==> src/rtl/mips_instr_encoder.sv <==
// MIPS instruction encoder: takes mnemonic-level requests and emits 32-bit
// instruction words with word-aligned addresses. A program runs from start to END.
module mips_instr_encoder (
  input  logic        clk,
  input  logic        rst_b,
  input  logic        start,
  input  logic [31:0] start_addr,
  input  logic        req_valid,
  output logic        req_ready,
  input  logic [4:0]  req_op,
  input  logic [4:0]  req_rs,
  input  logic [4:0]  req_rt,
  input  logic [4:0]  req_rd,
  input  logic [4:0]  req_shamt,
  input  logic [15:0] req_imm,
  input  logic [25:0] req_target,
  output logic        out_valid,
  input  logic        out_ready,
  output logic [31:0] out_instr,
  output logic [31:0] out_addr,
  output logic        busy,
  output logic        done,
  output logic        err,
  output logic [7:0]  err_count
);

  typedef enum logic [1:0] {
    S_IDLE = 2'd0,
    S_RUN  = 2'd1,
    S_DONE = 2'd2
  } state_t;

  typedef enum logic [1:0] {
    K_R = 2'd0,
    K_I = 2'd1,
    K_J = 2'd2
  } kind_t;

  localparam logic [4:0] OP_ILLEGAL = 5'd30;
  localparam logic [4:0] OP_END     = 5'd31;

  state_t      state_q;
  logic [31:0] pc_q;
  logic [31:0] instr_q;
  logic [31:0] addr_q;
  logic        valid_q;
  logic        err_q;
  logic [7:0]  err_cnt_q;

  logic        accept_s;
  logic [31:0] instr_d;
  logic [31:0] pc_d;

  // Assembles one instruction word; field forcing zeroes the fields a format leaves unused.
  function automatic logic [31:0] encode(
    input logic [4:0]  op,
    input logic [4:0]  rs,
    input logic [4:0]  rt,
    input logic [4:0]  rd,
    input logic [4:0]  sh,
    input logic [15:0] imm,
    input logic [25:0] tgt
  );
    kind_t      kind;
    logic [5:0] code;
    logic [4:0] rs_f;
    logic [4:0] rt_f;
    logic [4:0] rd_f;
    logic [4:0] sh_f;
    logic [31:0] word;
    kind = K_R;
    code = 6'h00;
    rs_f = rs;
    rt_f = rt;
    rd_f = rd;
    sh_f = 5'd0;
    case (op)
      5'd0:  code = 6'h20;
      5'd1:  code = 6'h21;
      5'd2:  code = 6'h22;
      5'd3:  code = 6'h23;
      5'd4:  code = 6'h24;
      5'd5:  code = 6'h25;
      5'd6:  code = 6'h26;
      5'd7:  code = 6'h27;
      5'd8:  code = 6'h2A;
      5'd9:  begin code = 6'h00; rs_f = 5'd0; sh_f = sh; end
      5'd10: begin code = 6'h02; rs_f = 5'd0; sh_f = sh; end
      5'd11: begin code = 6'h03; rs_f = 5'd0; sh_f = sh; end
      5'd12: code = 6'h04;
      5'd13: code = 6'h06;
      5'd14: begin code = 6'h18; rd_f = 5'd0; end
      5'd15: begin code = 6'h1A; rd_f = 5'd0; end
      5'd16: begin code = 6'h08; rt_f = 5'd0; rd_f = 5'd0; end
      5'd17: begin kind = K_I; code = 6'h08; end
      5'd18: begin kind = K_I; code = 6'h09; end
      5'd19: begin kind = K_I; code = 6'h0C; end
      5'd20: begin kind = K_I; code = 6'h0D; end
      5'd21: begin kind = K_I; code = 6'h0E; end
      5'd22: begin kind = K_I; code = 6'h04; end
      5'd23: begin kind = K_I; code = 6'h05; end
      5'd24: begin kind = K_I; code = 6'h06; rt_f = 5'd0; end
      5'd25: begin kind = K_I; code = 6'h07; rt_f = 5'd0; end
      5'd26: begin kind = K_I; code = 6'h23; end
      5'd27: begin kind = K_I; code = 6'h2B; end
      5'd28: begin kind = K_J; code = 6'h02; end
      5'd29: begin kind = K_J; code = 6'h03; end
      default: begin kind = K_J; code = 6'h00; end
    endcase
    case (kind)
      K_R:     word = {6'h00, rs_f, rt_f, rd_f, sh_f, code};
      K_I:     word = {code, rs_f, rt_f, imm};
      K_J:     word = {code, tgt};
      default: word = 32'h0000_0000;
    endcase
    return word;
  endfunction

  assign req_ready = (state_q == S_RUN) && (!valid_q || out_ready);
  assign accept_s  = req_valid && req_ready;
  assign instr_d   = encode(req_op, req_rs, req_rt, req_rd, req_shamt, req_imm, req_target);
  assign pc_d      = pc_q + 32'd4;

  assign out_valid = valid_q;
  assign out_instr = instr_q;
  assign out_addr  = addr_q;
  assign busy      = (state_q == S_RUN);
  assign done      = (state_q == S_DONE);
  assign err       = err_q;
  assign err_count = err_cnt_q;

  // Program framing FSM together with the one-entry output register.
  always_ff @(posedge clk or negedge rst_b) begin
    if (!rst_b) begin
      state_q   <= S_IDLE;
      pc_q      <= 32'h0000_0000;
      instr_q   <= 32'h0000_0000;
      addr_q    <= 32'h0000_0000;
      valid_q   <= 1'b0;
      err_q     <= 1'b0;
      err_cnt_q <= 8'd0;
    end else begin
      if (valid_q && out_ready) begin
        valid_q <= 1'b0;
      end
      case (state_q)
        S_IDLE, S_DONE: begin
          if (start) begin
            state_q   <= S_RUN;
            pc_q      <= start_addr & 32'hFFFF_FFFC;
            err_q     <= 1'b0;
            err_cnt_q <= 8'd0;
          end
        end
        S_RUN: begin
          if (accept_s) begin
            if (req_op == OP_END) begin
              state_q <= S_DONE;
            end else if (req_op == OP_ILLEGAL) begin
              err_q <= 1'b1;
              if (err_cnt_q != 8'hFF) begin
                err_cnt_q <= err_cnt_q + 8'd1;
              end
            end else begin
              instr_q <= instr_d;
              addr_q  <= pc_q;
              valid_q <= 1'b1;
              pc_q    <= pc_d;
            end
          end
        end
        default: state_q <= S_IDLE;
      endcase
    end
  end

endmodule

==> config.mk <==
export PLATFORM = sky130hd
export DESIGN_NAME = mips_instr_encoder
export DESIGN_NICKNAME = d
export VERILOG_FILES = /design/src/rtl/mips_instr_encoder.sv
export SDC_FILE = /design/constraint.sdc
export NUM_CORES = 1
export LEC_CHECK = 0
export BUFFER_PORTS_ARGS = -buffer_cell sky130_fd_sc_hd__buf_2
export CELL_PAD_IN_SITES_DETAIL_PLACEMENT = 1
export CELL_PAD_IN_SITES_GLOBAL_PLACEMENT = 2
export CORE_MARGIN = 3
export CORE_UTILIZATION = 33
export CTS_BUF_LIST = sky130_fd_sc_hd__clkbuf_8
export CTS_CLUSTER_SIZE = 14
export DETAILED_ROUTE_END_ITERATION = 6
export GPL_ROUTABILITY_DRIVEN = 0
export GPL_TIMING_DRIVEN = 1
export PLACE_DENSITY_LB_ADDON = 0.1
export SYNTH_ARGS = -nofsm -noshare
export SYNTH_HDL_FRONTEND = slang
export SYNTH_SLANG_ARGS = --single-unit
==> constraint.sdc <==
create_clock -name clk -period 4.3 [get_ports clk]
set_input_delay 0.215 -clock clk [delete_from_list [all_inputs] [get_ports clk]]
set_output_delay 0.215 -clock clk [all_outputs]
set_load 0.05 [all_outputs]
# Word-level counts from Yosys, hierarchy flattened
# Cells that the tools add are included.
classes:
  n_addsub: 2
  mul: 0
  n_div: 0
  n_lt_le_gt_ge: 0
  eq_ne: 43
  n_shift: 0
  muxes: 32
  bitwise_logic: 2
  reduce_logical: 26
ops:
  columns: ["operator", "n"]
  rows:
  - ["$pmux 6 s23", 1]
  - ["$mux 32", 4]
  - ["$pmux 32 s3", 1]
  - ["$eq 5x5->1 const B", 16]
  - ["$pmux 32 s2", 1]
  - ["$eq 5x4->1 const B", 8]
  - ["$mux 8", 5]
  - ["$add 32x3->32 const B", 1]
  - ["$eq 5x3->1 const B", 4]
  - ["$mux 5", 4]
  - ["$reduce_or 17->1", 1]
  - ["$pmux 8 s2", 1]
  - ["$reduce_or 2->1", 7]
  - ["$reduce_or 11->1", 1]
  - ["$eq 5x2->1 const B", 2]
  - ["$reduce_and 5->1", 2]
  - ["$mux 1", 9]
  - ["$reduce_or 3->1", 3]
  - ["$add 8x1->8 const B", 1]
  - ["$ne 2x1->1 const B", 4]
  - ["$ne 8x8->1 const B", 1]
  - ["$pmux 2 s2", 2]
  - ["$mux 2", 3]
  - ["$ne 2x2->1 const B", 3]
  - ["other kinds (14)", 20]
word_totals:
  reg_bits: 108
  latchBits: 0
  mem_bits_rw: 0
  rom_bits: 0
  wordCells: 112
  n_memories: 0

# Logic depth before layout (Yosys ltp)
# Gate-level depths: netlist of run 1.
depth:
  ltp_word: 6
  ltp_mapped: 10
  mapped_depth_nobuf: 6

# Worst setup path after synthesis of run 1
# OpenSTA, ideal clock, no wires.
synth_path:
  path_type: "reg-to-output"
  start: "reg state_q[1]"
  end: "out req_ready"
  arrival_ns: 2.030
  required_time_ns: 4.085
  path_slack_ns: 2.055
  path_stages_with_launch: 7
  path_buffers: 3
  path_cell_list: "dfrtp_1 > nand2b_1 > buf_2 > inv_1 > buf_2 > buf_1 > and2_1"
synth_via:
  elab_chain_cells: 2
synth_rtl:
  columns: ["item", "line_no", "text"]
  rows:
  - ["start, declared", "42", "state_t state_q;"]
  - ["start signal, assigned", "135", "state_q <= S_IDLE;"]
  - ["start signal, assigned", "149", "state_q <= S_RUN;"]
  - ["start signal, assigned", "158", "state_q <= S_DONE;"]
  - ["$eq 2x1->1", null, null]
  - ["via busy", "21", "output logic busy,"]
  - ["$logic_and 1x1->1", "119", "assign req_ready = (state_q == S_RUN) && (!valid_q || out_ready);"]
  - ["end, declared", "9", "output logic req_ready,"]
# The timed path passes the listed nets, and every way through them passes these cells.

# Final worst setup path of run 1
layout_path:
  start: "reg pc_q[2]"
  end: "reg pc_q[30]"
layout_via:
  elab_chain_cells: 5
layout_rtl:
  columns: ["item", "line_no", "text"]
  rows:
  - ["start, declared", "43", "logic [31:0] pc_q;"]
  - ["start signal, assigned", "150", "pc_q <= start_addr & 32'hFFFF_FFFC;"]
  - ["start signal, assigned", "168", "pc_q <= pc_d;"]
  - ["$add 32x3->32", "122", "assign pc_d = pc_q + 32'd4;"]
  - ["$mux 32", "159", "end else if (req_op == OP_ILLEGAL) begin"]
  - ["$mux 32", "157", "if (req_op == OP_END) begin"]
  - ["$mux 32", "156", "if (accept_s) begin"]
  - ["$pmux 32 s2", "146", "case (state_q)"]
# No other way between the ends. The select of a mux whose other input is x is not followed.
# A chain may end at the register's enable or synchronous reset.

==> impl_metrics.json, run 1 <==
{
  "outcome": "complete, but fails checks",
  "syn_area_um2": 5350,
  "tns_ps": 0,
  "leakage_nw": 3.04,
  "areaGrowthSynthToFinish_pct": 22.6,
  "grt_max_degree": 74,
  "hold_violations": 15,
  "finalPower_mw": 4.83,
  "worst-setup-path-type": "reg2reg",
  "switching_share_pct": 51.7,
  "overflow": 0,
  "rows": 45,
  "ys_ff_latch": 104,
  "holdWs_ps": -31.4,
  "h-tree-depth": 3,
  "period_minus_slack_ps": 2490,
  "synthCells": 560,
  "finalCritPeriodShare_pct": 58.0,
  "clockRootBuffer": "clkbuf_8",
  "crit_fanout": 6,
  "syn_avg_cell_area_um2": 9.56,
  "start_kind": "flop",
  "wl_per_cell_um": 18.5,
  "path_cells": "ha_1 > nand4_1 > nor4_2 > and3_1 > a31oi_1 > a211oi_1",
  "cts_inserted_buffers": 9,
  "r2r_cells": 6,
  "final_area_um2": 6560,
  "drtIter0Drc": 247,
  "max_stage_delay_ps": 650,
  "worstMarginPinSlew_ps": 962,
  "nets": 819,
  "synthArstFlopShare_pct": 100,
  "synth.distinct_cells": 55,
  "p_seq_share_pct": 34.8,
  "num_vias": 4978,
  "grt_pass1_wl_mm": 27.6,
  "die-area_um2": 17800,
  "track_usage_pct": 19.2,
  "rrSetupSlack_ps": 1810,
  "slowest_stage": "nor4_2",
  "p_sw_mw": 2.50,
  "rsz0062_at_grt": "false",
  "numClockSinks": 104,
  "io_pins": 181,
  "numPortBuffers": 176,
  "hold_class": "in2async",
  "fin_util_pct": 42.2,
  "clockBufferDepth": 2,
  "fmax_mhz": 401,
  "cp-end-kind": "flop",
  "drive_above_1_share_pct": 33.0,
  "p_int_mw": 2.33,
  "clock_skew_ps": 10.8,
  "antenna_found_initial": 1,
  "cts_setup_buffers": 0,
  "ys.warnings.count": 0,
  "ir_drop_mv": 0.376,
  "postCtsResizedCells": 0,
  "ctsHoldBuffers": 0,
  "first_pass_iters": 5,
  "arrival_ps": 2780,
  "timing.rr.start": "pc_q[2]",
  "grt_pass1_vias": 5148,
  "synth_edf_count": 0,
  "powerDensity_nw_per_um2": 736,
  "maxCapViolCount": 0,
  "finalSetupViolations": 0,
  "timing.slew.headroom_pct": 35.9,
  "slew_violations": 0,
  "dp_hpwl_mm": 12.3,
  "ys_top_cells_by_area": "dfrtp_1 49%, mux2_2 6.3%, nand2_1 4.6%, o21ai_0 4.1%, a21oi_1 3.9%",
  "routed_wl_mm": 17.2,
  "place_area_um2": 6380,
  "synth_ff_type": "dfrtp_1",
  "initial_core_util_pct": 34.5,
  "pwr-share-clk_pct": 11.9,
  "insertion_delay_ps": 380,
  "ant_nets": 0,
  "power_frac_comb_pct": 53.4,
  "chipHeight_um": 133,
  "yosys.area.top_type": "dfrtp_1",
  "die_w_um": 133,
  "cp_data_required_time_ps": 4590,
  "violations": "hold timing",
  "ys_top_cells_by_count": "104 x dfrtp_1, 66 x nand2_1, 44 x o21ai_0, 42 x a21oi_1, 30 x mux2_2",
  "synth.yosys.seq_area_share_pct": 48.6,
  "cts_tree": "yes",
  "synth.top_cell.area_share_pct": 48.6,
  "r2r-end": "pc_q[30]",
  "synth.most_common_cell": "dfrtp_1",
  "path_clk_slew_ps": 100,
  "drcViolationCount": 0,
  "via_per_inst": 5.35,
  "coreArea_um2": 15500
}
==> final cells by class <==
cell class	instances	area, um^2
sequential	104	2600
antenna	1	2.50
clock inverter	6	37.5
clock buffer	10	138
multi-input combinational	407	2550
timing repair buffer	184	943
fill	1867	8980
tap	211	264
inverter	7	26.3
==> kinds of logic after synthesis <==
| kind of cell | count (synthesis) | share of synthesized area [%] |
|---|---|---|
| AOI/OAI and AO/OA | 173 | 21.2 |
| DFF | 104 | 48.6 |
| adders and majority gates | 2 | 0.467 |
| xor gates and xnor gates | 4 | 0.654 |
| buffers and inverters | 50 | 4.00 |
| and+or+nand+nor | 196 | 18.6 |
| muxes | 30 | 6.31 |
| other | 1 | 0.0700 |
==> sequential cells by signal, indices dropped and copies added (netlist names) <==
signal     cells
out_instr     32
out_addr      30
pc_q          30
err_count      8
state_q        2
err            1
out_valid      1
==> layout by cell type (no fill, tap or decap), types with 3 or more instances in the layout <==
| cell | synthesis | routed |
|---|---|---|
| dfrtp_1 | 104 | 104 |
| or3_1 | 4 | 4 |
| a211oi_1 | 4 | 4 |
| inv_1 | 7 | 8 |
| nor2_1 | 28 | 28 |
| and3_1 | 23 | 23 |
| nand2_1 | 66 | 66 |
| a221oi_1 | 10 | 10 |
| or4_1 | 4 | 4 |
| nor3_1 | 5 | 5 |
| nand4_1 | 9 | 9 |
| mux2_2 | 30 | 30 |
| a222oi_1 | 5 | 5 |
| a2bb2oi_1 | 10 | 10 |
| a31oi_1 | 10 | 9 |
| a32o_1 | 3 | 3 |
| nand3_1 | 24 | 24 |
| o22ai_1 | 12 | 12 |
| a22oi_1 | 9 | 9 |
| a21oi_1 | 42 | 42 |
| o211ai_1 | 6 | 6 |
| and2_1 | 7 | 7 |
| buf_2 | 15 | 175 |
| o21ai_0 | 44 | 43 |
| nor2b_1 | 7 | 7 |
| nand2b_1 | 6 | 6 |
| buf_4 | 2 | 9 |
| clkbuf_8 | 0 | 10 |
| o22a_1 | 5 | 5 |
==> power by group through the flow <==
stage               Sequential [mW]  Combinational, mW  Clock (mW)
finish                         1.68               2.58       0.574
CTS                            1.69               2.61       0.599
global placement               1.68               2.55           0
global route                   1.75               2.78       0.641
detailed placement             1.71               2.60           0
floorplan                      2.57               1.03           0
==> worst max path at each step <==
stage / from / endpoint / cells after the start
after floorplan: state_q[1] / req_ready / 6
after global placement: pc_q[2] / pc_q[30] / 6
after detailed placement: pc_q[2] / pc_q[30] / 6
after CTS: pc_q[2] / pc_q[30] / 6
after global routing: pc_q[2] / pc_q[30] / 6
final: pc_q[2] / pc_q[30] / 6
==> per-stage QoR <==
step | worst slack [ps] | std cells
floorplan | 2060 | 561
global placement | 1980 | 913
detailed placement | 1840 | 913
CTS | 1810 | 929
global route | 1600 | 930
finish | 1810 | 930
==> critical path, delay by kind of cell (launching register included) <==
kind	cells	cell delay [ps]
AOI/OAI and AO/OA	2	430
adders and majority gates	1	270
DFF	1	450
and+or+nand+nor	3	1250
==> metal layers <==
| layer | track usage, % | wire [um] |
|---|---|---|
| met5 | 0 | 0 |
| met4 | 4.51 | 181 |
| met3 | 4.31 | 802 |
| met2 | 31.8 | 8290 |
| met1 | 25.8 | 7890 |
No activity file was read; power rests on OpenSTA's default activity.
==> run 2: changes to the inputs <==
--- a/config.mk
+++ b/config.mk
@@ -9,7 +9,7 @@
 export CELL_PAD_IN_SITES_DETAIL_PLACEMENT = 1
 export CELL_PAD_IN_SITES_GLOBAL_PLACEMENT = 2
 export CORE_MARGIN = 3
-export CORE_UTILIZATION = 33
+export CORE_UTILIZATION = 31
 export CTS_BUF_LIST = sky130_fd_sc_hd__clkbuf_8
 export CTS_CLUSTER_SIZE = 14
 export DETAILED_ROUTE_END_ITERATION = 6
==> constraint.sdc (replaced) <==
create_clock -name clk -period 2.4 [get_ports clk]
set_input_delay 0.12 -clock clk [delete_from_list [all_inputs] [get_ports clk]]
set_output_delay 0.12 -clock clk [all_outputs]
set_load 0.05 [all_outputs]
==> run 2 against run 1 <==
The flow now finishes without violations. Critical path depth fell by 1. Total power rose by 87%. Sequential power rose by 79%. Critical endpoint is now req_ready.
==> impl_metrics.json, run 2 (synthesis results as in run 1) <==
{
  "outcome": "finished, final reports clean",
  "h-tree-depth": 3,
  "clock_skew_ps": 14.1,
  "die-area_um2": 18900,
  "first_pass_iters": 4,
  "num_vias": 5047,
  "slew_violations": 0,
  "start_kind": "flop",
  "fmax_mhz": 464,
  "insertion_delay_ps": 380,
  "drtIter0Drc": 241,
  "cts_setup_buffers": 0,
  "stdcell_count": 959,
  "worst-setup-path-type": "reg2out",
  "finalSetupViolations": 0,
  "areaGrowthSynthToFinish_pct": 27.7,
  "grt_pass1_vias": 5230,
  "layout_commonest_cell": "buf_2",
  "die_w_um": 137,
  "grt_pass1_wl_mm": 28.0,
  "overflow": 0,
  "rsz0062_at_grt": "false",
  "period_minus_slack_ps": 2150,
  "chipHeight_um": 137,
  "path_clk_slew_ps": 100,
  "place_inst": 934,
  "nets": 840,
  "cts_inserted_buffers": 9,
  "antenna_cells": 0,
  "crit_fanout": 52,
  "cts_tree": "yes",
  "whs_endpoint": "pc_q[2]",
  "antenna_found_initial": 0,
  "worstMarginPinSlew_ps": 797,
  "grt_max_degree": 54,
  "min_from": "start_addr[2]",
  "hold_class": "in2reg",
  "timing.slew.headroom_pct": 46.9,
  "layout_common_cells": "175 x buf_2, 104 x dfrtp_1, 66 x nand2_1",
  "io_pins": 181,
  "drcViolationCount": 0,
  "finalCritPeriodShare_pct": 89.7,
  "drive_above_1_share_pct": 34.0,
  "tns_ps": 0,
  "crit_family": "buffers and inverters",
  "fillers": 2009,
  "wl_per_cell_um": 18.6,
  "timing.rr.start": "err_count[0]",
  "holdWs_ps": 29.4,
  "routed_wl_mm": 17.8,
  "path_cells": "nand2b_1 > inv_1 > buf_6 > and2_1 > buf_2",
  "rows": 47,
  "maxCapViolCount": 0,
  "r2r-end": "err_count[5]",
  "ir_drop_mv": 0.751,
  "dp_hpwl_mm": 13.0,
  "numPortBuffers": 176,
  "rrSetupSlack_ps": 310,
  "clockRootBuffer": "clkbuf_8",
  "powerDensity_nw_per_um2": 1320,
  "track_usage_pct": 18.9,
  "crit_buf_inv": 3,
  "initial_core_util_pct": 31.9,
  "numClockSinks": 104,
  "clockBufferDepth": 2,
  "r2r_cells": 6,
  "largest_reg_flops": 32,
  "hold_violations": 0,
  "cp-end-kind": "output pin",
  "max_stage_delay_ps": 380,
  "whs_path_depth": 3,
  "ant_nets": 0,
  "cp_data_required_time_ps": 2280,
  "leakage_nw": 3.17,
  "slowest_stage": "dfrtp_1",
  "arrival_ps": 2030,
  "via_per_inst": 5.26,
  "coreArea_um2": 16800
}
[run 2: changes by cell type in the layout (fill, tap and decap cells not counted), sizes merged]
| cell | before | now |
|---|---|---|
| bufinv | 0 | 2 |
| buf | 184 | 196 |
| diode | 1 | 0 |
| clkinv | 4 | 1 |
| clkbuf | 10 | 11 |
| dlygate4sd3 | 0 | 9 |
[run 2: repair_timing]
item	in CTS	in global routing
hold endpoints to repair	54	0
endpoints found under the setup margin	0	1
hold buffers	9	0
resized for setup	0	1
[run 2: tightest hold or removal path, cell delays in order]
cell	delay (ps)
buf_2	100
nand3_1	70
nand3_1	80
[run 2: final cells by class]
cell class	instances	area, um^2	area share [%]
Clock buffer	11	151	2.21
Inverter	7	26.3	0.384
Tap cell	220	275	4.02
Multi-Input combinational cell	407	2550	37.3
Timing Repair Buffer	205	1150	16.8
Clock inverter	5	80.1	1.17
Sequential cell	104	2600	38.1
[run 2: how the worst max path moves through the flow]
stage                             from           end  cells after the start
after global routing           pc_q[2]      pc_q[30]                      7
after floorplan           err_count[0]  err_count[5]                      6
final                       state_q[1]     req_ready                      5
after detailed placement       pc_q[2]      pc_q[30]                      7
after global placement         pc_q[2]      pc_q[30]                      7
after CTS                   state_q[1]     req_ready                      5
[run 2: per-stage QoR]
| stage | util, % | power (mW) | worst slack, ps | area (um^2) |
|---|---|---|---|---|
| after global placement | 38.9 | 7.69 | 365 | 6510 |
| after detailed placement | 38.9 | 7.82 | 325 | 6510 |
| final | 40.8 | 9.02 | 247 | 6840 |
| after global routing | 40.8 | 9.62 | 98.7 | 6840 |
| after CTS | 40.8 | 9.13 | 107 | 6840 |
| after floorplan | - | 6.45 | 219 | 5360 |
[run 2: metal layers]
metal  part of all wire, %  track usage [%]  vias up
met5                     0                0        -
met4                   1.6             6.04        0
met3                   3.8             2.56       19
met2                    48             30.3      111
met1                    47             26.4     2496
li1                      -                -     2421
[run 2: power by group]
part           switching (mW)  internal [mW]
logic                    3.33           1.39
registers               0.550           2.46
clock network           0.634          0.644
total                    4.52           4.50
==> run 3: changes to the inputs <==
--- a/config.mk
+++ b/config.mk
@@ -14,8 +14,7 @@
 export CTS_CLUSTER_SIZE = 14
 export DETAILED_ROUTE_END_ITERATION = 6
 export GPL_ROUTABILITY_DRIVEN = 0
-export GPL_TIMING_DRIVEN = 1
-export PLACE_DENSITY_LB_ADDON = 0.1
+export PLACE_DENSITY = 0.85
 export SYNTH_ARGS = -nofsm -noshare
 export SYNTH_HDL_FRONTEND = slang
 export SYNTH_SLANG_ARGS = --single-unit
==> run 3 against run 2 <==
Total power fell by 1.9%. Critical path depth rose by 2. Clock power fell by 13%. Fmax rose by 0.41%. Utilization fell by 0.57 points. Via count rose by 0.26%. Largest cell class unchanged. Clock skew fell by 1.4 ps. Critical path type is now reg2reg. Register-to-register slack got worse by 50 ps.
==> impl_metrics.json, run 3 (synthesis results as in run 1) <==
{
  "io_pins": 181,
  "grt_max_degree": 105,
  "routed_wl_mm": 17.6,
  "r2r-end": "pc_q[30]",
  "first_pass_iters": 4,
  "dp_hpwl_mm": 13.0,
  "ctsHoldBuffers": 6,
  "rrSetupSlack_ps": 260,
  "num_vias": 5060,
  "r2r_cells": 7,
  "grt_pass1_vias": 5317,
  "track_usage_pct": 18.7,
  "chipHeight_um": 137,
  "leakage_nw": 3.13,
  "timing.slew.headroom_pct": 30.9,
  "holdWs_ps": 19.0,
  "period_minus_slack_ps": 2140,
  "grt_pass1_wl_mm": 27.9,
  "insertion_delay_ps": 380,
  "tns_ps": 0,
  "fillers": 2010,
  "timing.rr.start": "pc_q[2]",
  "ant_nets": 0,
  "cts_tree": "yes",
  "cp_data_required_time_ps": 2700,
  "cts_inserted_buffers": 9,
  "drtIter0Drc": 323,
  "initial_core_util_pct": 31.9,
  "hold_violations": 0,
  "clockBufferDepth": 2,
  "drive_above_1_share_pct": 33.8,
  "postCtsResizedCells": 0,
  "path_cells": "ha_1 > nand4_1 > nor4_2 > buf_4 > and3_1 > a31oi_1 > a211oi_1",
  "post-place-ws_ps": 286,
  "path_clk_slew_ps": 110,
  "final_area_um2": 6740,
  "finalCritPeriodShare_pct": 89.3,
  "powerDensity_nw_per_um2": 1310,
  "numPortBuffers": 176,
  "ir_drop_mv": 0.582,
  "wl_per_cell_um": 18.5,
  "worst-path-stages": 7,
  "clockRootBuffer": "clkbuf_8",
  "cts_setup_buffers": 0,
  "areaGrowthSynthToFinish_pct": 25.9,
  "cp-end-kind": "flop",
  "critPathCapture": "pc_q[30]",
  "critPathLaunch": "pc_q[2]",
  "overflow": 0,
  "layout_commonest_cell": "buf_2",
  "fin_ws_ps": 256,
  "slowest_stage": "dfrtp_1",
  "coreArea_um2": 16800,
  "worst-setup-path-type": "reg2reg",
  "numClockSinks": 104,
  "layout_common_cells": "175 x buf_2, 104 x dfrtp_1, 66 x nand2_1",
  "antenna_cells": 0,
  "crit_family": "simple AND/OR/NAND/NOR gates",
  "hold_class": "in2reg",
  "maxCapViolCount": 0,
  "antenna_found_initial": 0,
  "arrival_ps": 2440,
  "start_kind": "flop",
  "fmax_mhz": 466,
  "crit_buf_inv": 1,
  "nets": 834,
  "crit_fanout": 6,
  "h-tree-depth": 3,
  "largest_reg_flops": 32,
  "via_per_inst": 5.31,
  "die-area_um2": 18900,
  "place_area_um2": 6490,
  "drcViolationCount": 0,
  "rows": 47,
  "max_stage_delay_ps": 450,
  "outcome": "finished, final reports clean",
  "rsz0062_at_grt": "false",
  "clock_skew_ps": 12.7,
  "die_w_um": 137,
  "finalSetupViolations": 0,
  "slew_violations": 0,
  "worstMarginPinSlew_ps": 1040
}
## run 3: power breakdown
part           switching [mW]  internal [mW]
clock                   0.643          0.467
combinational            3.33           1.37
sequential              0.578           2.46
total                    4.55           4.30
## run 3: metal layers
layer / GRT usage, % / routed length [um] / vias to the layer above
li1: - / - / 2407
met1: 24.4 / 7890 / 2546
met2: 32.0 / 8950 / 85
met3: 2.81 / 503 / 22
met4: 5.43 / 301 / 0
met5: 0 / 0 / -
## run 3: cell type report
| class | instances | area, um^2 | share of cell area (%) |
|---|---|---|---|
| clock buffers | 12 | 165 | 2.45 |
| clock inverters | 4 | 26.3 | 0.390 |
| inverters | 7 | 26.3 | 0.390 |
| multi-input cells | 407 | 2550 | 37.8 |
| flip-flops and latches | 104 | 2600 | 38.6 |
| well taps | 220 | 275 | 4.08 |
| repair buffers | 199 | 1100 | 16.3 |
## run 3: stage by stage
step / util [%] / std cells / power [mW]
finish: 40.2 / 953 / 8.85
global route: 40.2 / 953 / 9.42
detailed placement: 38.7 / 931 / 7.80
floorplan: - / 561 / 6.45
global placement: 38.7 / 931 / 7.63
CTS: 40.2 / 953 / 8.94
## run 3: worst register-to-register path: cells and delay by family (launching register included)
family                   cells  cell delay [ps]
adder cells (fa/ha/maj)      1              270
flip-flops                   1              450
buffers and inverters        1              190
AO/OA/AOI/OAI                2              340
AND/OR/NAND/NOR              3              810
## run 3: how the worst min path moves through the flow
stage / startpoint / end / depth (start not counted) / slack (ps)
after floorplan: rst_b / err / 0 / -180
after global placement: rst_b / out_addr[10] / 2 / 240
after detailed placement: rst_b / out_addr[10] / 2 / 260
after CTS: start_addr[30] / pc_q[30] / 3 / 2
after global routing: start_addr[30] / pc_q[30] / 3 / 20
final: start_addr[30] / pc_q[30] / 3 / 20
